$ cat src/rtl/sdr_wr_buf_pkg.sv
// Shared definitions for the SDRAM write-buffer front end: FSM states,
// FIFO sizing, user address field layout and error-flag bit indices.
package sdr_wr_buf_pkg;

    typedef enum logic [1:0] {
        IDLE  = 2'd0,
        ISSUE = 2'd1,
        BUSY  = 2'd2,
        DONE  = 2'd3
    } state_t;

    localparam int FIFO_DEPTH = 8;
    localparam int DEPTH_W    = 4;

    // usr_wr_addr = {bank, row, col}
    localparam int ADDR_W  = 24;
    localparam int BA_W    = 2;
    localparam int ROW_W   = 13;
    localparam int COL_W   = 9;
    localparam int COL_LSB = 0;
    localparam int ROW_LSB = COL_LSB + COL_W;
    localparam int BA_LSB  = ROW_LSB + ROW_W;

    localparam int ERR_W          = 3;
    localparam int ERR_RD_EMPTY   = 0;
    localparam int ERR_EARLY_EXIT = 1;
    localparam int ERR_RD_IDLE    = 2;

endpackage

$ cat src/rtl/sdr_wfifo.sv
// Show-ahead data FIFO: registered storage, head word presented combinationally,
// occupancy counter 0..DEPTH, synchronous flush.
module sdr_wfifo #(
    parameter int DEPTH = 8,
    parameter int DW    = 16,
    parameter int CNTW  = 4
) (
    input  logic            clk,
    input  logic            rst,
    input  logic            push,
    input  logic [DW-1:0]   din,
    input  logic            pop,
    input  logic            flush,
    output logic [DW-1:0]   dout,
    output logic [CNTW-1:0] depth
);

    localparam int PTRW = (DEPTH > 1) ? $clog2(DEPTH) : 1;

    logic [DW-1:0]   mem [DEPTH];
    logic [PTRW-1:0] wr_ptr;
    logic [PTRW-1:0] rd_ptr;
    logic [CNTW-1:0] cnt;
    logic            do_push;
    logic            do_pop;

    // A full FIFO refuses a push even when a pop frees a slot the same cycle.
    assign do_push = push && (cnt < CNTW'(DEPTH));
    assign do_pop  = pop && (cnt != '0);

    always_ff @(posedge clk or posedge rst) begin
        if (rst) begin
            wr_ptr <= '0;
            rd_ptr <= '0;
            cnt    <= '0;
        end else if (flush) begin
            wr_ptr <= '0;
            rd_ptr <= '0;
            cnt    <= '0;
        end else begin
            if (do_push) wr_ptr <= wr_ptr + PTRW'(1);
            if (do_pop)  rd_ptr <= rd_ptr + PTRW'(1);
            case ({do_push, do_pop})
                2'b10:   cnt <= cnt + CNTW'(1);
                2'b01:   cnt <= cnt - CNTW'(1);
                default: cnt <= cnt;
            endcase
        end
    end

    // NOTE: the storage array has no reset; validity is tracked by cnt alone,
    // which keeps the array a plain RAM with no reset fan-out.
    always_ff @(posedge clk) begin
        if (do_push && !flush) mem[wr_ptr] <= din;
    end

    assign dout  = (cnt == '0) ? '0 : mem[rd_ptr];
    assign depth = cnt;

endmodule

$ cat src/rtl/sdr_wr_buf.sv
// SDRAM write-buffer front end: accepts one user write command, stages its data
// in sdr_wfifo and feeds the write engine. Optional macro: SDR_WR_BUF_ERR_EN.
module sdr_wr_buf #(
    parameter int FIFO_DEPTH = sdr_wr_buf_pkg::FIFO_DEPTH,
    parameter int DW         = 16,
    parameter int LENW       = 12
) (
    input  logic                               clk,
    input  logic                               rst,
    input  logic                               usr_wr_req,
    input  logic [sdr_wr_buf_pkg::ADDR_W-1:0]  usr_wr_addr,
    input  logic [LENW-1:0]                    usr_wr_len,
    output logic                               usr_wr_ack,
    input  logic                               usr_wdata_vld,
    input  logic [DW-1:0]                      usr_wdata,
    output logic                               usr_wdata_rdy,
    output logic                               sdr_wr_req,
    output logic [LENW-1:0]                    sdr_wr_byte_cnt,
    output logic [sdr_wr_buf_pkg::BA_W-1:0]    sdr_bank_addr,
    output logic [sdr_wr_buf_pkg::ROW_W-1:0]   sdr_row_addr,
    output logic [sdr_wr_buf_pkg::COL_W-1:0]   sdr_col_addr,
    output logic [sdr_wr_buf_pkg::DEPTH_W-1:0] sdr_wdata_filled_depth,
    input  logic                               sdr_wdata_rd,
    output logic [DW-1:0]                      sdr_wdata,
    input  logic                               wr_exit,
    output logic                               wr_busy
`ifdef SDR_WR_BUF_ERR_EN
    ,
    output logic [sdr_wr_buf_pkg::ERR_W-1:0]   err_flags
`endif
);

    import sdr_wr_buf_pkg::*;

    state_t               state;
    state_t               state_nxt;
    logic [LENW-1:0]      push_cnt;
    logic [DEPTH_W-1:0]   depth;
    logic                 cmd_accept;
    logic                 push;
    logic                 pop;
    logic                 flush;

    assign cmd_accept = (state == IDLE) && usr_wr_req;
    assign push       = usr_wdata_vld && usr_wdata_rdy;
    assign pop        = sdr_wdata_rd && (state == BUSY);
    assign flush      = (state == DONE);
    assign wr_busy    = (state != IDLE);

    always_ff @(posedge clk or posedge rst) begin
        if (rst) state <= IDLE;
        else     state <= state_nxt;
    end

    // NOTE: every output of this block gets a default first, so no path can
    // leave one unassigned and infer a latch.
    always_comb begin
        state_nxt     = state;
        usr_wr_ack    = 1'b0;
        sdr_wr_req    = 1'b0;
        usr_wdata_rdy = 1'b0;
        case (state)
            IDLE: begin
                if (usr_wr_req) begin
                    usr_wr_ack = 1'b1;
                    if (usr_wr_len != '0) state_nxt = ISSUE;
                end
            end
            ISSUE: begin
                sdr_wr_req = 1'b1;
                state_nxt  = BUSY;
            end
            BUSY: begin
                usr_wdata_rdy = (push_cnt < sdr_wr_byte_cnt) &&
                                (depth < DEPTH_W'(FIFO_DEPTH));
                if (wr_exit) state_nxt = DONE;
            end
            DONE:    state_nxt = IDLE;
            default: state_nxt = IDLE;
        endcase
    end

    always_ff @(posedge clk or posedge rst) begin
        if (rst) begin
            sdr_wr_byte_cnt <= '0;
            sdr_bank_addr   <= '0;
            sdr_row_addr    <= '0;
            sdr_col_addr    <= '0;
        end else if (cmd_accept) begin
            sdr_wr_byte_cnt <= usr_wr_len;
            sdr_bank_addr   <= usr_wr_addr[BA_LSB +: BA_W];
            sdr_row_addr    <= usr_wr_addr[ROW_LSB +: ROW_W];
            sdr_col_addr    <= usr_wr_addr[COL_LSB +: COL_W];
        end
    end

    always_ff @(posedge clk or posedge rst) begin
        if (rst)                      push_cnt <= '0;
        else if (cmd_accept || flush) push_cnt <= '0;
        else if (push)                push_cnt <= push_cnt + LENW'(1);
    end

    sdr_wfifo #(
        .DEPTH (FIFO_DEPTH),
        .DW    (DW),
        .CNTW  (DEPTH_W)
    ) u_wfifo (
        .clk   (clk),
        .rst   (rst),
        .push  (push),
        .din   (usr_wdata),
        .pop   (pop),
        .flush (flush),
        .dout  (sdr_wdata),
        .depth (depth)
    );

    assign sdr_wdata_filled_depth = depth;

`ifdef SDR_WR_BUF_ERR_EN
    // Sticky protocol-violation flags; only rst clears them.
    always_ff @(posedge clk or posedge rst) begin
        if (rst) begin
            err_flags <= '0;
        end else begin
            if (sdr_wdata_rd && (depth == '0))
                err_flags[ERR_RD_EMPTY] <= 1'b1;
            if ((state == BUSY) && wr_exit &&
                ((push_cnt < sdr_wr_byte_cnt) || (depth != '0)))
                err_flags[ERR_EARLY_EXIT] <= 1'b1;
            if (sdr_wdata_rd && (state != BUSY))
                err_flags[ERR_RD_IDLE] <= 1'b1;
        end
    end
`endif

endmodule
$ cat config.mk
export PLATFORM = sky130hd
export DESIGN_NAME = sdr_wr_buf
export DESIGN_NICKNAME = d
export VERILOG_FILES = /design/src/rtl/sdr_wr_buf_pkg.sv /design/src/rtl/sdr_wfifo.sv /design/src/rtl/sdr_wr_buf.sv
export SDC_FILE = /design/constraint.sdc
export NUM_CORES = 1
export LEC_CHECK = 0
export CAP_MARGIN = 10
export CORE_ASPECT_RATIO = 0.7
export CORE_MARGIN = 10
export CORE_UTILIZATION = 54
export DETAILED_ROUTE_END_ITERATION = 10
export GPL_TIMING_DRIVEN = 1
export PLACE_DENSITY = 0.8
export SYNTH_ARGS = -nofsm -noshare
export SYNTH_HDL_FRONTEND = slang
export SYNTH_SLANG_ARGS = --single-unit
$ cat constraint.sdc
create_clock -name clk -period 5.1 [get_ports clk]
set_clock_uncertainty 0.15 [all_clocks]
set_input_delay 0.51 -clock clk [delete_from_list [all_inputs] [get_ports clk]]
set_output_delay 0.51 -clock clk [all_outputs]
set_load 0.005 [all_outputs]
==> impl_results.md <==
- Row count: 36
- Highest Clock Rate: ~280 MHz
- Crit start category: flip-flop
- Flip-flop and latch count after synthesis: roughly 190
- Layout cell share with drive strength beyond 1: 0.197
- Post-placement setup slack: between 1.5 and 2 ns
- Slowest stage delay, CP: between 0.9 and 1 ns
- Final TNS setup: 0 ns
- Clock-pin transition on the worst setup and hold timing paths: about 0.07 ns
- Final max-slew violation count: 0
- Root buffer selected by CTS: clkbuf_16
- Die width: about 160 µm
- Sinks on Clock Net: roughly 190
- Simple-Gate Fraction of Synth Area: 0.0733
- Global-route usage over all layers: 0.187
- Routed WL: between 15 and 20 mm
- Most numerous cell types in the synthesized netlist: edfxtp_1 (128), dfrtp_1 (60), nor2_1 (37)
- Run status: completed
- Clock Tree Buf Depth: 2
- TritonCTS clock tree: built
- Number of nets in the finished design: 697
- CP endpoint kind: primary output
- Cell type with the highest aggregate area in the netlist: edfxtp_1
- Worst hold path type: flip-flop to flip-flop
- Vias after detailed routing: around 4.7k
- Number of antenna diodes: 0
- Time the worst path needs with I/O delays and setup: around 3.6 ns
- Slowest stage cell on the critical path: dfrtp_2
- Xor and xnor fraction of the mapped netlist area: 0.0155
- Sum of net half-perimeters after detailed placement: about 12 mm
- Antenna viol nets, final: 0
- Total CTS buffers: 17
- Proportion of synthesized chip area in sequential cells: 0.674
- Layout Cell Area excl Fill: around 10000 µm²
- Synthesis warning total: 0
- Relative slew slack: 0.263
- Worst supply voltage drop on vdd: roughly 0.26 mV
- Average cell area after synthesis: around 16 µm²
- Max-cap violations: 0
- Total setup violations reported at the end of the flow: 0
- Post-CTS Setup Repair Bufs: 0
- CP top delay family: flip-flops
- Fraction of the cycle the final worst path needs: 0.702
- Latest clock arrival within the worst-skew pair: 0.44 ns
- Peak fanout along the critical path: 25
- Via count normalized by instance count: approximately 5.7
- Routability cong.: approximately 0.8
- Crit path required time: between 4 and 5 ns
- CTS Hold Bufs: 0
- Cell Chain, Critical Path: buf_4 -> mux4_2 -> mux2i_1 -> nor2_1 -> clkdlybuf4s50_1
- Adder-Cell Fraction of Synth Area: 0.0357
- Proportion of netlist area held by the largest area contributor: 0.485
- Predominant post-synthesis flop cell: edfxtp_1
- Number of buffers inserted by port buffering: between 100 and 150
- Crit path buf inv count: 2
- Async set-reset flop share out of synthesis: 0.319
- Setup repair after global routing missed its margin: no
- Mux cell area share after synthesis: 0.149
- H-tree depth: 4
- Core Region: approximately 14000 µm²
- LEAKAGE: between 3 and 4 nW
- CP Class: flip-flop to primary output
- Global-route wire length before repair: approximately 28 mm
- Area enclosed by the die boundary: about 20000 µm²
- Number of I/O pins: about 120
- Largest net degree at the start of global routing: 61
- Antenna violations before repair: 0
- Dominant combinational cell family by area after synthesis: multiplexers
- Cell area after synthesis: 7930 µm²
- Number of enable flip-flop cells after synthesis: approximately 130
- Net count after synthesis: ~570
- DR WL/cell: ~22 µm
- Count of different cell masters after synthesis: 47
- Power density of the placed cells: around 500 nW/µm²
- Number of search-and-repair iterations in the first detailed-routing pass: 5
- Post-detailed-placement cell area: 9370 µm²
- Final hold vios: 0
- Post-cts repair resize count: 0
- Layout Area Growth over Synthesis: 25.7%
- Crit path DAT: between 2 and 3 ns
- Synth Area in Compound Gates: 0.0327
- Design Power: between 5 and 6 mW
- Height of the die: between 100 and 150 µm
- Count of unresolved DRC violations after routing: 0
- Via count of the first global-routing pass: roughly 5.0k
- Remaining global-route overflow: 0
- WHS: ~0.36 ns
- Dominant cell by count in the synthesized netlist: edfxtp_1
- Initial standard-cell utilization of the core: 0.560
- Drt first-iter violations: ~350
- Biggest area contributors in the synthesized netlist: edfxtp_1 (49%), dfrtp_1 (19%), mux4_2 (9.1%)
- Post-route worst setup slack: roughly 1.5 ns
- Cells after Synth: between 400 and 500
- Worst Max-Slew Pin Slew: ~1.1 ns
layer usage:
metal	vias to the layer above	GRT usage	wire length [µm]
li1	2103	-	-
met1	2409	0.242	7540
met2	168	0.303	8840
met3	27	0.0508	1050
met4	0	0.0596	258
met5	-	0	0
path summary, 6_finish.rpt:
path                            cells after the start                       startpoint                            end  slack, ns
worst max-delay path                                5    u_wfifo.rd_ptr[0]$_DFFE_PP0P_                   sdr_wdata[7]       1.52
worst min-delay path                                1      sdr_col_addr[5]$_DFFE_PP0P_    sdr_col_addr[5]$_DFFE_PP0P_       0.36
worst max register to register                     12  sdr_wr_byte_cnt[10]$_DFFE_PP0P_   u_wfifo.depth[3]$_DFFE_PP0P_       1.83
worst min register to register                      1      sdr_col_addr[5]$_DFFE_PP0P_    sdr_col_addr[5]$_DFFE_PP0P_       0.36
max in group asynchronous                           3                              rst  u_wfifo.rd_ptr[0]$_DFFE_PP0P_       3.80
min in group asynchronous                           3                              rst   sdr_row_addr[10]$_DFFE_PP0P_       0.46
power breakdown:
| part | switching, mW | internal, mW |
|---|---|---|
| clock network | 0.577 | 0.729 |
| logic | 0.719 | 0.937 |
| registers | 0.206 | 1.85 |
| total | 1.50 | 3.52 |
logic make-up (layout without fill, tap and decap cells):
logic type                 count (synthesis)  in the layout
xor gates and xnor gates                  14             14
DFF                                      188            188
muxes                                     75             75
and+or+nand+nor                          110            110
AOI/OAI and AO/OA                         42             42
buffers and inverters                     38            178
adders and majority gates                 22             22
sequential cells by signal (all words and copies together), names as in the netlist:
| name | cells |
|---|---|
| sdr_wr_byte_cnt | 12 |
| sdr_col_addr | 9 |
| state | 2 |
| sdr_row_addr | 13 |
| u_wfifo.mem | 128 |
| u_wfifo.depth | 4 |
| u_wfifo.rd_ptr | 3 |
| sdr_bank_addr | 2 |
| push_cnt | 12 |
| u_wfifo.wr_ptr | 3 |
final cells by class:
type,instances,area [µm²]
clock buffer,17,425
inverter,18,67.6
tap,190,238
sequential,188,5350
multi-input combinational,263,2460
fill,911,4180
timing repair buffer,129,1260
clock inverter,14,165
worst reg2reg max path, delay by kind of cell, from the launching register on:
kind	cells	cell delay, ns
DFF	1	0.36
muxes	2	0.59
adders and majority gates	2	0.60
AOI/OAI and AO/OA	4	0.64
and+or+nand+nor	2	0.54
buffers and inverters	2	0.27
placed cells by master (no fill, tap or decap), drive strengths merged, types with 2 or more instances in the layout:
cell           count
ha                21
nor3b              3
nand3             10
mux2i             17
nor2              38
nand4              7
clkbuf            17
mux2              26
inv               21
o21a               2
a21oi             14
and3               3
bufinv             2
clkinvlp           3
nor4               6
dfrtp             60
or3                2
clkinv             6
nand2             26
nor3               5
and2               4
clkdlybuf4s50    117
buf               12
xor2              13
o21ai             20
or2                2
edfxtp           128
mux4              32
stage by stage:
step / utilization / instances
floorplan: - / 489
global placement: 0.663 / 788
detailed placement: 0.663 / 788
CTS: 0.704 / 819
global route: 0.704 / 819
finish: 0.704 / 819
(Power assumes the default switching activity.)
